$ cat config.mk
export PLATFORM = sky130hd
export DESIGN_NAME = go_request
export DESIGN_NICKNAME = d
export VERILOG_FILES = /design/src/rtl/intersection_pkg.sv /design/src/rtl/go_request_debounce.sv /design/src/rtl/go_request.sv
export SDC_FILE = /design/constraint.sdc
export NUM_CORES = 1
export LEC_CHECK = 0
export CORE_ASPECT_RATIO = 1.1
export CORE_MARGIN = 1
export CORE_UTILIZATION = 50
export CTS_BUF_LIST = sky130_fd_sc_hd__clkbuf_4
export DETAILED_ROUTE_END_ITERATION = 10
export PLACE_DENSITY = 0.68
export SLEW_MARGIN = 20
export SYNTH_ARGS = -nofsm -noshare
export SYNTH_HDL_FRONTEND = slang
export SYNTH_HIERARCHICAL = 1
export SYNTH_SLANG_ARGS = --single-unit
$ cat constraint.sdc
create_clock -name clk -period 1.7 [get_ports clk]
set_clock_uncertainty 0.1 [all_clocks]
set_input_delay 0.34 -clock clk [delete_from_list [all_inputs] [get_ports clk]]
set_output_delay 0.34 -clock clk [all_outputs]
set_load 0.1 [all_outputs]
$ cat src/rtl/intersection_pkg.sv
// Shared definitions for the intersection controller front end.
//   LED_N_GREEN           : light FSM ledOut code for "north green"
//   GO_SENSOR / GO_EMERG  : bit positions inside go_control
//   sensor_state_t        : car-sensor request state
//   emerg_state_t         : emergency request state
package intersection_pkg;

    localparam logic [2:0] LED_N_GREEN = 3'b000;

    localparam int GO_SENSOR = 0;
    localparam int GO_EMERG  = 1;

    typedef enum logic [1:0] {
        S_IDLE = 2'd0,
        S_PEND = 2'd1,
        S_HOLD = 2'd2
    } sensor_state_t;

    typedef enum logic [1:0] {
        E_IDLE  = 2'd0,
        E_ARMED = 2'd1,
        E_CYCLE = 2'd2
    } emerg_state_t;

endpackage

$ cat src/rtl/go_request_debounce.sv
// Synchroniser plus debouncer for one asynchronous, bouncing input.
//   clk    : system clock
//   resetn : asynchronous active-low reset
//   raw    : asynchronous input
//   clean  : registered level, changes only after DEBOUNCE_CYCLES
//            consecutive synced samples differ from the current level
module debounce #(
    parameter int DEBOUNCE_CYCLES = 50000,
    parameter int CNT_W           = $clog2(DEBOUNCE_CYCLES + 1)
) (
    input  logic clk,
    input  logic resetn,
    input  logic raw,
    output logic clean
);

    logic             sync1_q;
    logic             sync2_q;
    logic [CNT_W-1:0] cnt_q;
    logic [CNT_W-1:0] cnt_d;
    logic             clean_q;
    logic             clean_d;

    // Counter counts consecutive mismatching samples; any agreeing sample
    // (including a one-cycle glitch back) restarts it from zero.
    always_comb begin
        cnt_d   = '0;
        clean_d = clean_q;
        if (sync2_q != clean_q) begin
            if (cnt_q == CNT_W'(DEBOUNCE_CYCLES - 1)) begin
                clean_d = sync2_q;
            end else begin
                cnt_d = cnt_q + CNT_W'(1);
            end
        end
    end

    always_ff @(posedge clk or negedge resetn) begin
        if (!resetn) begin
            sync1_q <= 1'b0;
            sync2_q <= 1'b0;
            cnt_q   <= '0;
            clean_q <= 1'b0;
        end else begin
            sync1_q <= raw;
            sync2_q <= sync1_q;
            cnt_q   <= cnt_d;
            clean_q <= clean_d;
        end
    end

    assign clean = clean_q;

endmodule

$ cat src/rtl/go_request.sv
// Request conditioner in front of the intersection light FSM.
//   clk, resetn   : system clock, asynchronous active-low reset
//   sensor_raw    : car detector (async, bouncing)
//   emerg_raw     : emergency button (async, bouncing)
//   led_state     : light FSM ledOut code, 3'b000 = north green
//   go_control    : [0] sensor request, [1] emergency request (registered)
//   sensor_clean  : debounced sensor level (registered)
//   emerg_clean   : debounced emergency level (registered)
module go_request
    import intersection_pkg::*;
#(
    parameter int DEBOUNCE_CYCLES = 50000,
    parameter int CNT_W           = $clog2(DEBOUNCE_CYCLES + 1)
) (
    input  logic       clk,
    input  logic       resetn,
    input  logic       sensor_raw,
    input  logic       emerg_raw,
    input  logic [2:0] led_state,
    output logic [1:0] go_control,
    output logic       sensor_clean,
    output logic       emerg_clean
);

    logic          sensor_clean_w;
    logic          emerg_clean_w;
    logic          sensor_prev_q;
    logic          emerg_prev_q;
    logic [2:0]    led_prev_q;
    sensor_state_t s_state_q;
    sensor_state_t s_state_d;
    emerg_state_t  e_state_q;
    emerg_state_t  e_state_d;
    logic [1:0]    go_q;
    logic [1:0]    go_d;

    logic sensor_rise;
    logic emerg_rise;
    logic leave;
    logic ret;

    debounce #(
        .DEBOUNCE_CYCLES(DEBOUNCE_CYCLES),
        .CNT_W          (CNT_W)
    ) u_sensor_db (
        .clk   (clk),
        .resetn(resetn),
        .raw   (sensor_raw),
        .clean (sensor_clean_w)
    );

    debounce #(
        .DEBOUNCE_CYCLES(DEBOUNCE_CYCLES),
        .CNT_W          (CNT_W)
    ) u_emerg_db (
        .clk   (clk),
        .resetn(resetn),
        .raw   (emerg_raw),
        .clean (emerg_clean_w)
    );

    assign sensor_rise = sensor_clean_w & ~sensor_prev_q;
    assign emerg_rise  = emerg_clean_w & ~emerg_prev_q;

    // Leaving / returning to north green marks the start / end of service.
    assign leave = (led_prev_q == LED_N_GREEN) && (led_state != LED_N_GREEN);
    assign ret   = (led_prev_q != LED_N_GREEN) && (led_state == LED_N_GREEN);

    always_comb begin
        s_state_d = s_state_q;
        case (s_state_q)
            S_IDLE:  if (sensor_rise)     s_state_d = S_PEND;
            // A sensor drop while pending does not withdraw the request.
            S_PEND:  if (leave)           s_state_d = S_HOLD;
            // Wait for the car to leave so a parked car requests only once.
            S_HOLD:  if (!sensor_clean_w) s_state_d = S_IDLE;
            default:                      s_state_d = S_IDLE;
        endcase
    end

    always_comb begin
        e_state_d = e_state_q;
        case (e_state_q)
            E_IDLE:  if (emerg_rise) e_state_d = E_ARMED;
            E_ARMED: if (leave)      e_state_d = E_CYCLE;
            E_CYCLE: if (ret)        e_state_d = E_IDLE;
            default:                 e_state_d = E_IDLE;
        endcase
    end

    // Outputs are decoded from next state so they register together with it.
    always_comb begin
        go_d            = 2'b00;
        go_d[GO_SENSOR] = (s_state_d == S_PEND);
        go_d[GO_EMERG]  = (e_state_d == E_ARMED) || (e_state_d == E_CYCLE);
    end

    always_ff @(posedge clk or negedge resetn) begin
        if (!resetn) begin
            sensor_prev_q <= 1'b0;
            emerg_prev_q  <= 1'b0;
            led_prev_q    <= LED_N_GREEN;
            s_state_q     <= S_IDLE;
            e_state_q     <= E_IDLE;
            go_q          <= 2'b00;
        end else begin
            sensor_prev_q <= sensor_clean_w;
            emerg_prev_q  <= emerg_clean_w;
            led_prev_q    <= led_state;
            s_state_q     <= s_state_d;
            e_state_q     <= e_state_d;
            go_q          <= go_d;
        end
    end

    assign go_control   = go_q;
    assign sensor_clean = sensor_clean_w;
    assign emerg_clean  = emerg_clean_w;

endmodule

==> summary.txt <==
Yosys
  – Seq cells post-synth: 49
  – Synthesized cell area: 2290 µm²
  – Post-synthesis sequential area ratio: 53.6%
  – Avg Cell Area, Syn: 11.6 µm²
  – Post-synth cell types: 32
  – Synthesis warning total: 6
  – Synthesized Nets: 206
  – Cell count after synthesis: 197

Outcome
  – Failing checks: negative setup slack
  – Outcome: finished, violations left

CTS
  – Sink Count: 49
  – Clock buffer count from CTS: 5
  – CTS Buffer Depth: 2
  – H-tree depth: 2
  – CTS tree: yes
  – CTS clk-pin slew, worst paths: 0.14 ns
  – Clk_lat worst skew: 0.36 ns
  – Root buf cell: clkbuf_4

Flow run
  – Max Cap Viol: 0

Routing
  – DR vias: 1562
  – DR DRC count: 0
  – DR vias/cell: 5.40
  – 1st-pass router iterations: 6
  – Wire per inst: 14.6 µm
  – Remaining antenna violation count: 0
  – Total Wirelength: 4230 µm
  – DR iter-0 viols: 82

Die
  – Die Wd: 66.5 µm
  – Die area: 4850 µm²
  – IO Pins: 11
  – Core Box Area: 4350 µm²
  – Die Ht: 72.9 µm
  – Initial Utilization: 52.6%
  – FP Rows: 25

Setup path
  – Critical path class: reg2reg
  – CP arrival: 1.90 ns
  – Critical Path Fanout Max: 4
  – Crit start category: register
  – CP Data Required Time: 1.86 ns
  – Worst Setup End Kind: register

Global routing
  – Initial antenna violation count: 0
  – Vias in the first global route: 1604
  – Largest net degree at the start of global routing: 50
  – GRT overflow: 0
  – Global-route wire length before repair: 6890 µm
  – Total track usage: 19.1%

Final layout
  – Area of the multi-input gates: 1080 µm²
  – N_diodes: 0
  – Core Util, Final: 64.1%
  – P&R area growth vs syn: 21.8%
  – # fillers: 332
  – Net count, final: 244
  – Ratio of cells with drive above 1 in the final layout: 31.1%
  – Flip-flop and latch area: 1230 µm²
  – Final instance area: 2790 µm²

Place
  – Placer Congestion: 0.731
  – PortBufs: 10
  – Place WS: -0.00738 ns
  – DPL Wire Length: 2910 µm
  – DP Area: 2620 µm²

Timing
  – Final worst slack: -0.0432 ns
  – Hold slack final: 0.265 ns
  – Slew at the pin closest to its max-slew limit: 0.527 ns
  – Hold Vio Cnt, Final: 0
  – RSZ-0062 raised after global routing: yes
  – Endpoints failing setup: 1
  – Max-slew violation count: 0
  – Minimum clock period: 1.74 ns
  – Maximum clock frequency: 574 MHz
  – Final period util: 103%
  – Slew HR: 64.8%

Power
  – VDD IR-drop max: 0.632 mV
  – Leak: 1.15 nW
  – Power Total: 1.88 mW
  – Cell Pwr Density: 677 nW/µm²

Min path
  – Hold Path Class: reg2reg
-- cells in the final DEF (no fill, tap or decap), types with 2 or more instances in the layout --
cell / Yosys / final
nand4_4: 2 / 2
clkdlybuf4s50_1: 0 / 5
or2_1: 2 / 2
dfrtp_1: 49 / 47
nand4_1: 4 / 4
nand2_4: 0 / 2
nor4b_1: 5 / 2
nand4_2: 2 / 2
inv_1: 7 / 7
buf_4: 0 / 19
nor4_2: 8 / 8
nand3_4: 2 / 2
nor2_2: 6 / 6
o21ai_0: 3 / 3
dfrtp_2: 0 / 2
a21oi_1: 2 / 2
nand3_1: 10 / 9
nor4b_2: 0 / 3
xnor2_1: 24 / 24
and4b_1: 2 / 2
nand2_1: 5 / 5
nor2_1: 29 / 29
nand2b_1: 2 / 2
xor2_1: 6 / 6
clkbuf_4: 0 / 5
and3_4: 0 / 2
buf_12: 0 / 6
and3_1: 4 / 2
nor3_1: 8 / 8
-- cells in the mapped netlist (all sizes together) --
| master | count | area, µm² |
|---|---|---|
| dfrtp | 49 | 1230 |
| nor2 | 35 | 146 |
| xnor2 | 24 | 210 |
| nand3 | 12 | 85.1 |
| nor3 | 9 | 56.3 |
| nand4 | 8 | 92.6 |
| nor4 | 8 | 100 |
| inv | 7 | 26.3 |
| nand2 | 7 | 31.3 |
| xor2 | 6 | 52.6 |
| nor4b | 5 | 43.8 |
| and3 | 4 | 25.0 |
| o21ai | 4 | 23.8 |
| a21oi | 3 | 18.8 |
| and4b | 2 | 20.0 |
| buf | 2 | 22.5 |
| ha | 2 | 25.0 |
| mux2 | 2 | 22.5 |
| nand2b | 2 | 12.5 |
| or2 | 2 | 12.5 |
| a31o | 1 | 8.76 |
| nand3b | 1 | 7.51 |
| nor2b | 1 | 6.26 |
| or3 | 1 | 11.3 |
-- flip-flops by register name, summed over array words and instances, names as in the netlist, 2 cells and up --
signal / cells
led_prev_q: 3
go_control: 2
s_state_q: 2
e_state_q: 2
u_sensor_db/cnt_q: 16
u_emerg_db/cnt_q: 16
-- power by group --
part	internal [mW]	switching [mW]	leakage, nW
clock network	0.156	0.354	0.0273
registers	1.19	0.0250	0.660
logic	0.0693	0.0890	0.467
total	1.42	0.468	1.15
-- worst paths after layout --
kind | startpoint | to | slack [ns] | cells past startpoint
setup / recovery | u_sensor_db/cnt_q[1] | u_sensor_db/clean | -0.04 | 4
hold / removal | u_sensor_db/sync1_q | u_sensor_db/sync2_q | 0.27 | 0
min in group asynchronous | resetn | u_sensor_db/cnt_q[2] | 0.37 | 3
max in group asynchronous | resetn | u_emerg_db/clean | 0.87 | 3
hold reg to reg | u_sensor_db/sync1_q | u_sensor_db/sync2_q | 0.27 | 0
setup reg to reg | u_sensor_db/cnt_q[1] | u_sensor_db/clean | -0.04 | 4
-- area by class of cell --
class	count	area share (%)
Tap cell	54	2.43
Clock buffer	5	1.35
Timing Repair Buffer	32	11.8
Inverter	7	0.943
Multi-Input combinational cell	140	38.8
Sequential cell	49	44.1
Clock inverter	2	0.584
-- kinds of logic after synthesis --
| kind of cell | share of synthesized area [%] |
|---|---|
| and+or+nand+nor | 28.4 |
| DFF | 53.6 |
| xor gates and xnor gates | 11.5 |
| buffers and inverters | 2.13 |
| AOI/OAI and AO/OA | 2.24 |
| muxes | 0.985 |
| adders and majority gates | 1.09 |
-- what timing repair did --
item	in CTS	in global routing
hold endpoints to repair	49	0
gates cloned	0	1
hold buffers	1	0
pin swaps	0	6
setup buffers	0	4
endpoints found under the setup margin	6	31
resized for setup	1	11
-- routing by layer --
| layer | wire (µm) | share of wire [%] | GRT usage, % |
|---|---|---|---|
| met3 | 91 | 2.2 | 4.84 |
| met2 | 2390 | 57 | 34.0 |
| met5 | 0 | 0 | 0 |
| met4 | 41 | 0.97 | 7.33 |
| met1 | 1710 | 40 | 22.0 |
-- through the flow --
step	instances	setup TNS, ns
6_report	289	-0.0432
2_1_floorplan	197	0
3_5_place_dp	276	-0.00738
4_1_cts	284	0
5_1_grt	289	-0.797
3_3_place_gp	276	0
-- worst max-delay path: stages (launching register included) --
cell     delay [ns]
dfrtp_1        0.46
ha_4           0.17
and3_4         0.20
nand4_1        0.30
mux2_4         0.41
Note: power is estimated with default switching activity, not from simulation.
